File: src/rtl/ps2_pkg.sv
// Shared encodings for the PS/2 key event sequencer: FSM states, prefix bytes,
// modifier key codes and event field widths.
package ps2_pkg;

  typedef enum logic [2:0] {
    IDLE    = 3'd0,
    EXT     = 3'd1,
    BRK     = 3'd2,
    EXT_BRK = 3'd3,
    PAUSE   = 3'd4
  } ps2_state_t;

  localparam int CODE_W = 8;
  localparam int EVT_W  = CODE_W + 2;

  localparam logic [7:0] PS2_EXT    = 8'hE0;
  localparam logic [7:0] PS2_BRK    = 8'hF0;
  localparam logic [7:0] PS2_PAUSE  = 8'hE1;
  localparam logic [7:0] PS2_ACK    = 8'hFA;
  localparam logic [7:0] PS2_BAT    = 8'hAA;
  localparam logic [7:0] PS2_RESEND = 8'hFE;
  localparam logic [7:0] PS2_ERR0   = 8'h00;
  localparam logic [7:0] PS2_OVR    = 8'hFF;

  localparam logic [7:0] LSHIFT     = 8'h12;
  localparam logic [7:0] RSHIFT     = 8'h59;
  localparam logic [7:0] CTRL       = 8'h14;
  localparam logic [7:0] ALT        = 8'h11;
  localparam logic [7:0] CAPS       = 8'h58;
  localparam logic [7:0] PAUSE_CODE = 8'h77;

  // Bytes following E1 that belong to the pause sequence
  localparam logic [2:0] PAUSE_LEN  = 3'd7;

  function automatic logic is_err_byte(input logic [7:0] b);
    return (b == PS2_ERR0) || (b == PS2_OVR) || (b == PS2_RESEND);
  endfunction

  function automatic logic is_shift(input logic [7:0] b);
    return (b == LSHIFT) || (b == RSHIFT);
  endfunction

endpackage

File: src/rtl/ps2_evt_fifo.sv
// Synchronous event FIFO; power-of-two depth, pointers wrap naturally and an
// occupancy counter one bit wider than the pointers distinguishes full from empty.
module ps2_evt_fifo #(
  parameter int DATA_W = 10,
  parameter int DEPTH  = 4
) (
  input  logic              CLK,
  input  logic              RSTn,
  input  logic              push,
  input  logic [DATA_W-1:0] push_data,
  input  logic              pop,
  output logic [DATA_W-1:0] head_data,
  output logic              full,
  output logic              empty
);

  localparam int PTR_W = (DEPTH > 1) ? $clog2(DEPTH) : 1;

  logic [DATA_W-1:0] mem [DEPTH];
  logic [PTR_W-1:0]  wr_ptr;
  logic [PTR_W-1:0]  rd_ptr;
  logic [PTR_W:0]    count;
  logic              push_ok;
  logic              pop_ok;

  // A pop in the same cycle frees the slot being written when full
  assign pop_ok  = pop && !empty;
  assign push_ok = push && (!full || pop_ok);

  assign full      = (count == (PTR_W+1)'(DEPTH));
  assign empty     = (count == '0);
  assign head_data = empty ? '0 : mem[rd_ptr];

  always_ff @(posedge CLK) begin
    if (push_ok) mem[wr_ptr] <= push_data;
  end

  always_ff @(posedge CLK or negedge RSTn) begin
    if (!RSTn) begin
      wr_ptr <= '0;
      rd_ptr <= '0;
      count  <= '0;
    end else begin
      if (push_ok) wr_ptr <= wr_ptr + 1'b1;
      if (pop_ok)  rd_ptr <= rd_ptr + 1'b1;
      case ({push_ok, pop_ok})
        2'b10:   count <= count + 1'b1;
        2'b01:   count <= count - 1'b1;
        default: count <= count;
      endcase
    end
  end

endmodule

File: src/rtl/ps2_key_event_ctrl.sv
// PS/2 scan-code sequencer: folds E0/F0/E1 prefixes into {brk, ext, code} events,
// tracks modifiers and queues events. Define PS2_REPEAT_FILTER_EN to drop typematic repeats.
module ps2_key_event_ctrl
  import ps2_pkg::*;
#(
  parameter int FIFO_DEPTH  = 4,
  parameter int TIMEOUT_CYC = 2_500_000
) (
  input  logic        CLK,
  input  logic        RSTn,
  input  logic [7:0]  PS2_Data,
  input  logic        PS2_Done_Sig,
  output logic [9:0]  EVT_Data,
  output logic        EVT_Valid,
  input  logic        EVT_Ready,
  output logic [3:0]  Mod_State,
  output logic        Ovf_Sig,
  output logic        Err_Sig
);

  localparam int TMO_W = $clog2(TIMEOUT_CYC + 1);

  ps2_state_t         state;
  ps2_state_t         state_nxt;
  logic [2:0]         pcnt;
  logic [2:0]         pcnt_nxt;
  logic [TMO_W-1:0]   tmo_cnt;
  logic               tmo_hit;
  logic               emit;
  logic               emit_brk;
  logic               emit_ext;
  logic [CODE_W-1:0]  emit_code;
  logic               err_nxt;
  logic               repeat_hit;
  logic               push;
  logic               pop;
  logic               fifo_full;
  logic               fifo_empty;
  logic               shift_q;
  logic               ctrl_q;
  logic               alt_q;
  logic               caps_q;
  logic               caps_held;

  assign tmo_hit = (state != IDLE) && (tmo_cnt == TMO_W'(TIMEOUT_CYC));

  always_comb begin
    state_nxt = state;
    pcnt_nxt  = pcnt;
    emit      = 1'b0;
    emit_brk  = 1'b0;
    emit_ext  = 1'b0;
    emit_code = PS2_Data;
    err_nxt   = 1'b0;
    if (PS2_Done_Sig) begin
      case (state)
        IDLE: begin
          if (PS2_Data == PS2_EXT) begin
            state_nxt = EXT;
          end else if (PS2_Data == PS2_BRK) begin
            state_nxt = BRK;
          end else if (PS2_Data == PS2_PAUSE) begin
            state_nxt = PAUSE;
            pcnt_nxt  = PAUSE_LEN;
          end else if ((PS2_Data == PS2_ACK) || (PS2_Data == PS2_BAT)) begin
            state_nxt = IDLE;
          end else if (is_err_byte(PS2_Data)) begin
            err_nxt = 1'b1;
          end else begin
            emit = 1'b1;
          end
        end
        EXT: begin
          if (PS2_Data == PS2_BRK) begin
            state_nxt = EXT_BRK;
          end else begin
            state_nxt = IDLE;
            // E0 12 / E0 59 are the keyboard's fake-shift wrappers
            if (!is_shift(PS2_Data)) begin
              emit     = 1'b1;
              emit_ext = 1'b1;
            end
          end
        end
        BRK: begin
          state_nxt = IDLE;
          emit      = 1'b1;
          emit_brk  = 1'b1;
        end
        EXT_BRK: begin
          state_nxt = IDLE;
          if (!is_shift(PS2_Data)) begin
            emit     = 1'b1;
            emit_brk = 1'b1;
            emit_ext = 1'b1;
          end
        end
        PAUSE: begin
          if (pcnt == 3'd1) begin
            state_nxt = IDLE;
            pcnt_nxt  = 3'd0;
            emit      = 1'b1;
            emit_ext  = 1'b1;
            emit_code = PAUSE_CODE;
          end else begin
            pcnt_nxt = pcnt - 3'd1;
          end
        end
        default: state_nxt = IDLE;
      endcase
    end else if (tmo_hit) begin
      state_nxt = IDLE;
      pcnt_nxt  = 3'd0;
      err_nxt   = 1'b1;
    end
  end

  always_ff @(posedge CLK or negedge RSTn) begin
    if (!RSTn) begin
      state   <= IDLE;
      pcnt    <= 3'd0;
      tmo_cnt <= '0;
      Err_Sig <= 1'b0;
    end else begin
      state   <= state_nxt;
      pcnt    <= pcnt_nxt;
      Err_Sig <= err_nxt;
      if (PS2_Done_Sig || (state == IDLE) || tmo_hit) tmo_cnt <= '0;
      else                                            tmo_cnt <= tmo_cnt + 1'b1;
    end
  end

`ifdef PS2_REPEAT_FILTER_EN
  logic [511:0] held_map;
  logic [8:0]   held_idx;

  assign held_idx   = {emit_ext, emit_code};
  assign repeat_hit = emit && !emit_brk && held_map[held_idx];

  always_ff @(posedge CLK or negedge RSTn) begin
    if (!RSTn)     held_map           <= '0;
    else if (emit) held_map[held_idx] <= !emit_brk;
  end
`else
  assign repeat_hit = 1'b0;
`endif

  assign push = emit && !repeat_hit;
  assign pop  = EVT_Ready && !fifo_empty;

  ps2_evt_fifo #(
    .DATA_W (EVT_W),
    .DEPTH  (FIFO_DEPTH)
  ) u_fifo (
    .CLK       (CLK),
    .RSTn      (RSTn),
    .push      (push),
    .push_data ({emit_brk, emit_ext, emit_code}),
    .pop       (pop),
    .head_data (EVT_Data),
    .full      (fifo_full),
    .empty     (fifo_empty)
  );

  assign EVT_Valid = !fifo_empty;

  always_ff @(posedge CLK or negedge RSTn) begin
    if (!RSTn) Ovf_Sig <= 1'b0;
    else       Ovf_Sig <= push && fifo_full && !pop;
  end

  // Modifiers follow every emitted event, including ones the FIFO had to drop
  always_ff @(posedge CLK or negedge RSTn) begin
    if (!RSTn) begin
      shift_q   <= 1'b0;
      ctrl_q    <= 1'b0;
      alt_q     <= 1'b0;
      caps_q    <= 1'b0;
      caps_held <= 1'b0;
    end else if (emit) begin
      if (!emit_ext && is_shift(emit_code)) shift_q <= !emit_brk;
      if (emit_code == CTRL)                ctrl_q  <= !emit_brk;
      if (emit_code == ALT)                 alt_q   <= !emit_brk;
      if (!emit_ext && (emit_code == CAPS)) begin
        if (emit_brk) begin
          caps_held <= 1'b0;
        end else begin
          if (!caps_held) caps_q <= !caps_q;
          caps_held <= 1'b1;
        end
      end
    end
  end

  assign Mod_State = {caps_q, alt_q, ctrl_q, shift_q};

endmodule

File: config.mk
export PLATFORM = sky130hd
export DESIGN_NAME = ps2_key_event_ctrl
export DESIGN_NICKNAME = d
export VERILOG_FILES = /design/src/rtl/ps2_pkg.sv /design/src/rtl/ps2_evt_fifo.sv /design/src/rtl/ps2_key_event_ctrl.sv
export SDC_FILE = /design/constraint.sdc
export NUM_CORES = 1
export LEC_CHECK = 0
export BUFFER_PORTS_ARGS = -buffer_cell sky130_fd_sc_hd__buf_2
export CELL_PAD_IN_SITES_DETAIL_PLACEMENT = 0
export CELL_PAD_IN_SITES_GLOBAL_PLACEMENT = 2
export CORE_MARGIN = 2
export CORE_UTILIZATION = 37
export CTS_CLUSTER_SIZE = 14
export DETAILED_ROUTE_END_ITERATION = 10
export PLACE_DENSITY_LB_ADDON = 0.05
export SETUP_SLACK_MARGIN = 0.2
export SLEW_MARGIN = 40
export SYNTH_ARGS = -nofsm -noshare
export SYNTH_HDL_FRONTEND = slang
export SYNTH_SLANG_ARGS = --single-unit
File: constraint.sdc
create_clock -name CLK -period 2.6 [get_ports CLK]
set_input_delay 0.26 -clock CLK [delete_from_list [all_inputs] [get_ports CLK]]
set_output_delay 0.26 -clock CLK [all_outputs]
set_load 0.01 [all_outputs]
==> results.md, run 1 <==
* Outcome: complete, no violations
* Register area share after synthesis at 55.2%
* RSZ-0062 raised after global routing: no
* GR Util All Layers at 15.8%
* GR Overflow Total at 0
* Die X at 109 um
* Kind of critical path: in2reg
* Antenna-violating nets left at 0
* Final Critical Period at 2.31 ns
* Syn Nets at 367
* Starting DRT DRC Count at 111
* PD cells at ~830 mW/mm2
* Antenna cells at 0
* Wirelength per Cell at 15.6 um
* Synthesized instance count at 346
* Die Y at 109 um
* Mean Syn Cell Area at around 12 um2
* Number of port buffers at 28
* Yosys Warn Count at 0
* Row cnt at 38
* First-pass GRT wire length at 14100 um
* Clock tree buffer depth at 2
* Via-per-instance ratio at 5.01
* DRC Markers at 0
* H-tree depth at 3
* Clock transition at path regs at 0.09 ns
* TNS Setup at 0 ns
* Clock sinks at 82
* Primary FF master, synth: dfrtp_1
* # setup viols final at 0
* Worst Path Required at 2.85 ns
* Vias at between 2000 and 3000
* Layout cells sized above 1 at 28.7%
* Initial Utilization at 37.8%
* Worst vdd ir at 419 uV
* Final worst-path cycle share at 88.9%
* DR pass1 iterations at 4
* FF+latch count, synth at 82
* Clock skew at roughly 0.0088 ns
* Netlist cell types at 54
* Worst slack at placement at -0.101 ns
* Mapped Area at 0.00408 mm2
* Leakage dissipation at 0.00197 uW
* I/O pin count at 29
* Max cap viols at 0
* F_max at between 400 and 500 MHz
* Routed WL at 8530 um
* Nets@finish at between 400 and 500
* Worst-Margin Slew at between 0.5 and 0.6 ns
* Largest net degree at the start of global routing at 43
* Initial antenna violation count at 2
* Critical Path Fanout Max at 4
* Core ar. at about 0.011 mm2
* Hold Worst Slack at 0.244 ns
* Asr flop ratio synth at 51.2%
* Routability cong. at 0.731
* Count of final hold-check violations at 0
* Crit path DAT at approximately 2.6 ns
* CTS Root Cell: clkbuf_8
* Worst slew margin at 61.4%
* Post-synth EDFFs at 40
* Commonest non-fill, non-tap cell in the layout: dfrtp_1
* Full die area at between 0.01 and 0.015 mm2
* Critical path launch point type: primary input
* Number of global-route vias before repair at 2732
* Min-Delay Path Class: in2reg
* Crit path capture type: flop
* Syn-to-layout area delta at 20.5%
* Max Slew Vio Count at 0
* Commonest non-fill, non-tap cells in the layout: 42 x dfrtp_1, 40 x edfxtp_1, 36 x nor2_1
* Worst Slack Setup Final at 0.288 ns
* DP Wirelength at 6070 um
* Clk_lat worst skew at 0.36 ns
* TritonCTS clock tree: built
* Num CTS Buffers at 9
[metrics by stage]
stage                     std cells  utilization (%)  total power, uW  cell area [um2]
after floorplan                 346                -             2590             4130
after global placement          528             42.6             3030             4590
after detailed placement        528             42.6             3040             4600
after CTS                       545             44.8             4130             4840
after global routing            548             45.6             4400             4920
final                           548             45.6             4100             4920
[report_power, final]
group          switching (uW)  total [uW]  internal, uW  leakage, uW
Clock                     525        1080           558     0.000116
Combinational             609        1270           659     0.000926
Sequential                170        1750          1580     0.000932
Total                    1300        4100          2800      0.00197
[kinds of logic (layout without fill, tap and decap cells)]
kind of cell    Yosys count  count (layout)  synth area share (%)
buf+inv                  28              90                  3.34
flops                    82              82                  55.2
xor+xnor                 26              26                  5.58
compound gates           34              34                  6.19
mux                      14              14                  6.62
simple gates            153             153                  20.1
fa+ha+maj                 9               9                  2.94
[what timing repair did]
action | 4_1_cts | 5_1_grt
endpoints found under the hold margin | 42 | 0
setup endpoints to repair | 20 | 42
hold buffers | 1 | 0
pin swaps | 0 | 6
resized for setup | 0 | 13
setup buffers | 0 | 3
[synthesized netlist by cell type (3+ instances only)]
| cell type | number | area share, % |
|---|---|---|
| nand2_1 | 23 | 2.1 |
| buf_4 | 4 | 0.74 |
| edfxtp_1 | 40 | 29 |
| nor3_1 | 7 | 0.86 |
| nor2_1 | 37 | 3.4 |
| ha_1 | 8 | 2.5 |
| mux4_2 | 10 | 5.5 |
| a21oi_1 | 4 | 0.49 |
| nand2b_1 | 6 | 0.92 |
| xor2_1 | 15 | 3.2 |
| nor4b_1 | 4 | 0.86 |
| mux2_2 | 4 | 1.1 |
| nor4_1 | 3 | 0.46 |
| or3_1 | 4 | 0.61 |
| o21ai_0 | 13 | 1.6 |
| nand3_1 | 17 | 2.1 |
| nor2b_1 | 5 | 0.77 |
| and3_1 | 8 | 1.2 |
| clkbuf_1 | 8 | 0.74 |
| nand4_1 | 7 | 1.1 |
| and2_1 | 19 | 2.9 |
| xnor2_1 | 11 | 2.4 |
| dfrtp_1 | 42 | 26 |
| inv_1 | 12 | 1.1 |
[worst max-delay path, stage by stage]
cell and delay (ns):
buf_2 0.12, or4b_4 0.55, a211oi_4 0.31, o41ai_4 0.13, o31ai_4 0.30, nor2b_4 0.20, fa_2 0.23, nor3_2 0.04
a22o_1 0.18, a211o_1 0.25
[worst paths after layout]
| check | start | end | slack (ns) | depth (start not counted) |
|---|---|---|---|---|
| max in group asynchronous | RSTn | u_fifo.count[1] | 1.76 | 2 |
| max | PS2_Data[3] | u_fifo.count[2] | 0.29 | 10 |
| max reg2reg | state[0] | u_fifo.count[2] | 0.33 | 8 |
| min in group asynchronous | RSTn | tmo_cnt[7] | 0.43 | 2 |
| min | EVT_Ready | u_fifo.rd_ptr[1] | 0.24 | 3 |
| min reg2reg | caps_q | caps_q | 0.48 | 1 |
[routing by layer]
metal | share of wire [%] | track usage (%) | vias up
met5 | 0.32 | 0 | -
met3 | 3.4 | 4.48 | 14
met4 | 1.3 | 5.49 | 4
met2 | 46 | 24.3 | 33
li1 | - | - | 1358
met1 | 49 | 21.5 | 1335
[flip-flops by register name (all words and copies together), names as in the netlist]
| register | count |
|---|---|
| u_fifo.mem | 40 |
| tmo_cnt | 22 |
| pcnt | 3 |
| state | 3 |
| u_fifo.count | 3 |
| u_fifo.rd_ptr | 2 |
| u_fifo.wr_ptr | 2 |
| Err_Sig | 1 |
| Ovf_Sig | 1 |
| alt_q | 1 |
| caps_held | 1 |
| caps_q | 1 |
| ctrl_q | 1 |
| shift_q | 1 |
[area by class of cell]
| class | count | area, um2 |
|---|---|---|
| sequential | 82 | 2250 |
| inverter | 12 | 45.0 |
| timing repair buffer | 62 | 425 |
| clock buffer | 9 | 124 |
| fill | 1016 | 5880 |
| clock inverter | 7 | 106 |
| tap | 140 | 175 |
| multi-input combinational | 236 | 1790 |
Power figures use the tool's default switching activity.
==> run 2, diff against run 1 <==
--- a/config.mk
+++ b/config.mk
@@ -10,6 +10,7 @@
 export CELL_PAD_IN_SITES_GLOBAL_PLACEMENT = 2
 export CORE_MARGIN = 2
 export CORE_UTILIZATION = 37
+export CTS_BUF_LIST = sky130_fd_sc_hd__clkbuf_16
 export CTS_CLUSTER_SIZE = 14
 export DETAILED_ROUTE_END_ITERATION = 10
 export PLACE_DENSITY_LB_ADDON = 0.05
==> results.md, run 2 (synthesis results as in run 1) <==
* Kind of critical path: in2reg
* TNS Setup at 0 ns
* I/O pin count at 29
* Final Critical Period at about 2.3 ns
* Clock transition at path regs at ~0.07 ns
* Antenna cells at 0
* Critical path origin: PS2_Data[0]
* Via-per-instance ratio at ~5.0
* GR Util All Layers at 15.8%
* Critical register-to-register path startpoint: state[1]
* F_max at between 400 and 500 MHz
* Clk_lat worst skew at 0.34 ns
* Min-Delay Path Class: in2reg
* R2R cell count at 9
* H-tree depth at 3
* DP Wirelength at 6070 um
* Largest registers: u_fifo.mem x40, tmo_cnt x22
* Wirelength per Cell at about 16 um
* First-pass GRT wire length at 14100 um
* Leakage dissipation at 0.00203 uW
* Routability cong. at 0.731
* GR Overflow Total at 0
* Antenna-violating nets left at 0
* Setup slack, reg-to-reg at 0.33 ns
* Count of final hold-check violations at 0
* Worst vdd ir at 394 uV
* Max cap viols at 0
* PD cells at 884 mW/mm2
* Crit path capture type: flop
* # setup viols final at 0
* Routed WL at 8630 um
* RSZ-0062 raised after global routing: yes
* Worst Hold Depth at 3
* Min-Delay Endpoint: u_fifo.rd_ptr[1]
* FILL cells at ~1000
* Maximum single-stage delay on the critical path at 0.54 ns
* Vias at 2753
* Max Slew Vio Count at 0
* CTS Root Cell: clkbuf_16
* Clock sinks at 82
* Final worst-path cycle share at 89.3%
* Clock tree buffer depth at 2
* Worst Path Required at 2.83 ns
* Number of global-route vias before repair at 2727
* Reg2reg end: u_fifo.count[2]
* Hold path start: EVT_Ready
* Starting DRT DRC Count at 107
* DRC Markers at 0
* Max reg flops at 40
* Clock skew at 0.00553 ns
* Hold Worst Slack at 0.274 ns
* TritonCTS clock tree: built
* Outcome: complete, no violations
* CP max stage cell: or4b_4
* Nets@finish at 424
* Number of port buffers at 28
* DR pass1 iterations at 4
* Commonest non-fill, non-tap cells in the layout: 42 x dfrtp_1, 40 x edfxtp_1, 36 x nor2_1
* Initial antenna violation count at 2
* Initial Utilization at 37.8%
* Cell Chain, Critical Path: buf_8, or4b_4, a211oi_4, o41ai_4, o31ai_4, nor2b_4, fa_2, nor3_2, a22o_1, a211o_1
* Commonest non-fill, non-tap cell in the layout: dfrtp_1
* Crit path DAT at 2.55 ns
* Worst-Margin Slew at a little under 0.6 ns
* Critical path launch point type: primary input
* Reg with most FFs: u_fifo.mem
* Core ar. at 0.0108 mm2
* Row cnt at 38
* Syn-to-layout area delta at 23.6%
* Critical Path Fanout Max at 5
* Num CTS Buffers at 9
* Die Y at 109 um
* Largest net degree at the start of global routing at 43
* Full die area at 0.0119 mm2
* Worst slew margin at 61.1%
* Layout cells sized above 1 at between 20% and 30%
* Die X at 109 um
run 2: cell counts in the layout (fill, tap and decap cells not counted):
No cell type changed its count.
run 2: metal layers:
| layer | part of all wire (%) | GRT usage, % | vias to the layer above |
|---|---|---|---|
| met5 | 0.31 | 0 | - |
| li1 | - | - | 1356 |
| met4 | 1.6 | 6.59 | 4 |
| met1 | 49 | 21.6 | 1340 |
| met3 | 3.3 | 3.77 | 15 |
| met2 | 46 | 24.3 | 38 |
run 2: worst max-delay path, delay by kind of cell:
family / cells / cell delay [ns]
AOI/OAI and AO/OA: 5 / 1.16
and+or+nand+nor: 3 / 0.79
buffers and inverters: 1 / 0.10
adders and majority gates: 1 / 0.24
run 2: area by class of cell:
| type | instances | area, um2 | area share [%] |
|---|---|---|---|
| Timing Repair Buffer | 62 | 442 | 8.75 |
| Clock buffer | 9 | 225 | 4.46 |
| Sequential cell | 82 | 2250 | 44.6 |
| Inverter | 12 | 45.0 | 0.893 |
| Multi-Input combinational cell | 236 | 1800 | 35.7 |
| Clock inverter | 7 | 106 | 2.11 |
| Tap cell | 140 | 175 | 3.47 |
run 2: worst max path at each step:
stage / end / slack [ns] / cells past startpoint
after floorplan: u_fifo.count[2] / -0.11 / 11
after global placement: u_fifo.count[2] / -0.02 / 10
after detailed placement: u_fifo.count[2] / -0.10 / 10
after CTS: u_fifo.mem[2][9] / 0.17 / 7
after global routing: u_fifo.count[2] / 0.18 / 11
final: u_fifo.count[2] / 0.28 / 10
run 2: metrics by stage:
stage               util, %  instances  worst slack, ns  power [uW]  area (um2)
floorplan                 -        346           -0.112        2590        4130
detailed placement     42.6        528           -0.101        3040        4600
global route           46.8        548            0.181        4750        5050
global placement       42.6        528          -0.0241        3030        4590
CTS                    45.8        545            0.167        4480        4940
finish                 46.8        548            0.279        4460        5050
run 2: power breakdown:
group / switching, uW / internal [uW] / leakage, uW
Sequential: 171 / 1580 / 0.000932
Clock: 570 / 859 / 0.000163
Combinational: 613 / 664 / 0.000935
Total: 1350 / 3110 / 0.00203
run 2: timing repair:
item,CTS,global route
hold endpoints to repair,42,0
endpoints found under the setup margin,20,43
setup buffers,0,3
gates resized for setup,0,22
hold buffers,1,0
pin swaps,0,7
==> run 3, diff against run 2 <==
--- a/config.mk
+++ b/config.mk
@@ -5,14 +5,14 @@
 export SDC_FILE = /design/constraint.sdc
 export NUM_CORES = 1
 export LEC_CHECK = 0
-export BUFFER_PORTS_ARGS = -buffer_cell sky130_fd_sc_hd__buf_2
 export CELL_PAD_IN_SITES_DETAIL_PLACEMENT = 0
 export CELL_PAD_IN_SITES_GLOBAL_PLACEMENT = 2
 export CORE_MARGIN = 2
-export CORE_UTILIZATION = 37
+export CORE_UTILIZATION = 39
 export CTS_BUF_LIST = sky130_fd_sc_hd__clkbuf_16
 export CTS_CLUSTER_SIZE = 14
 export DETAILED_ROUTE_END_ITERATION = 10
+export DONT_BUFFER_PORTS = 1
 export PLACE_DENSITY_LB_ADDON = 0.05
 export SETUP_SLACK_MARGIN = 0.2
 export SLEW_MARGIN = 40
==> results.md, run 3 (synthesis results as in run 1) <==
* Outcome: complete, no violations
* Wirelength per Cell at 16.8 um
* Routability cong. at 0.807
* GR Util All Layers at between 15 and 20%
* FF/Latch Area at 0.00225 mm2
* Via-per-instance ratio at 5.20
* Crit path DAT at about 2.5 ns
* H-tree depth at 3
* DP Wirelength at around 5900 um
* FILL cells at ~950
* Clk_lat worst skew at ~0.34 ns
* Syn-to-layout area delta at 15.6%
* PD cells at 875 mW/mm2
* Initial antenna violation count at 0
* Final Critical Period at 2.31 ns
* Count of final hold-check violations at 0
* Max Slew Vio Count at 0
* Full die area at roughly 0.011 mm2
* Num CTS Buffers at 9
* Number of global-route vias before repair at 2654
* Nets@finish at ~380
* First-pass GRT wire length at 14000 um
* F_max at 433 MHz
* Combined area of the multi-input logic cells at 0.00177 mm2
* Starting DRT DRC Count at around 140
* Vias at 2615
* Worst vdd ir at 415 uV
* Largest net degree at the start of global routing at 43
* Dpl cells at 484
* Commonest non-fill, non-tap cell in the layout: dfrtp_1
* Core ar. at 0.0102 mm2
* Max cap viols at 0
* Finished Layout Cells at about 500
* Clock tree buffer depth at 2
* RSZ-0062 raised after global routing: no
* Antenna cells at 0
* DRC Markers at 0
* Crit path capture type: flop
* Final worst-path cycle share at 88.8%
* Row cnt at 37
* Critical path launch point type: flop
* Worst Path Required at between 2 and 3 ns
* Met2 usage at 25.6%
* Kind of critical path: reg2reg
* Clock transition at path regs at 0.08 ns
* Leakage dissipation at roughly 0.0018 uW
* Die X at 106 um
* Largest registers: u_fifo.mem x40, tmo_cnt x22
* DR pass1 iterations at 4
* Initial Utilization at 39.9%
* Commonest non-fill, non-tap cells in the layout: 42 x dfrtp_1, 40 x edfxtp_1, 36 x nor2_1
* Number of port buffers at 0
* # setup viols final at 0
* Worst-Margin Slew at ~0.51 ns
* Antenna-violating nets left at 0
* Worst slew margin at 66.0%
* Clock skew at between 0.01 and 0.015 ns
* I/O pin count at 29
* TritonCTS clock tree: built
* Layout cells sized above 1 at between 10% and 20%
* Max reg flops at 40
* Clock sinks at 82
* CTS Root Cell: clkbuf_16
* M3 GR Usage at 4.41%
* Routed WL at 8470 um
* Critical Path Fanout Max at 5
* Reg with most FFs: u_fifo.mem
* Hold Worst Slack at 0.0751 ns
* Grt met1 use at 21.5%
* Min-Delay Path Class: in2reg
* Layer with the highest usage: met2
* GR Overflow Total at 0
* Die Y at 106 um
==> run 3: cell types whose count changed in the layout (fill, tap and decap cells not counted), moves of 2 or more <==
cell,previous run,this run
buf_2,25,0
buf_4,32,19
and2_2,2,0
and2_4,2,4
buf_12,2,0
bufinv_16,2,0
clkinvlp_4,0,2
inv_6,2,0
inv_8,1,3
==> run 3: power breakdown <==
part	internal (uW)	leakage, uW	switching [uW]	total, uW
registers	1580	0.000932	161	1740
logic	543	0.000743	580	1120
clock network	678	0.000140	584	1260
==> run 3: critical path, cell delays in order, from the launching register on <==
cell and delay [ns]:
dfrtp_1 0.45, nor3_4 0.26, o31ai_4 0.11, a211oi_2 0.31
o31ai_4 0.10, nor2b_4 0.14, fa_2 0.37, a22o_1 0.22
a211o_1 0.24
==> run 3: final cells by class <==
type                       count  area share, %
inverter                      12          0.954
sequential                    82           47.7
clock inverter                 7           1.56
tap                          136           3.61
clock buffer                   9           4.77
multi-input combinational    236           37.6
timing repair buffer          21           3.82
==> run 3: layer usage <==
layer	wire, um	up-vias
met5	0	-
met4	59	0
met3	378	5
met2	4080	34
met1	3960	1300
li1	-	1276
==> run 3: what timing repair did <==
action,CTS,global route
gates resized for setup,0,11
hold buffers,2,0
setup endpoints to repair,36,42
setup buffers,0,1
hold endpoints to repair,42,0
pin swaps,0,3
==> run 3: metrics by stage <==
step           area, um2  setup slack [ns]  total power, uW  util, %  setup TNS [ns]
6_report            4720             0.291             4130     46.1               0
5_1_grt             4720             0.203             4380     46.1               0
4_1_cts             4670             0.167             4150     45.7               0
3_5_place_dp        4330            0.0697             2860     42.4               0
3_3_place_gp        4330             0.128             2850     42.4               0
2_1_floorplan       4130            -0.112             2590        -          -0.147
==> run 3: final timing paths <==
kind                              start         endpoint  slack [ns]  cells past startpoint
min reg2reg                   caps_held        caps_held        0.51                      1
min in group asynchronous          RSTn          Err_Sig        0.45                      2
max reg2reg                    state[1]  u_fifo.count[2]        0.29                      8
max                            state[1]  u_fifo.count[2]        0.29                      8
max in group asynchronous          RSTn      tmo_cnt[14]        1.91                      2
min                        PS2_Done_Sig          Err_Sig        0.08                      1
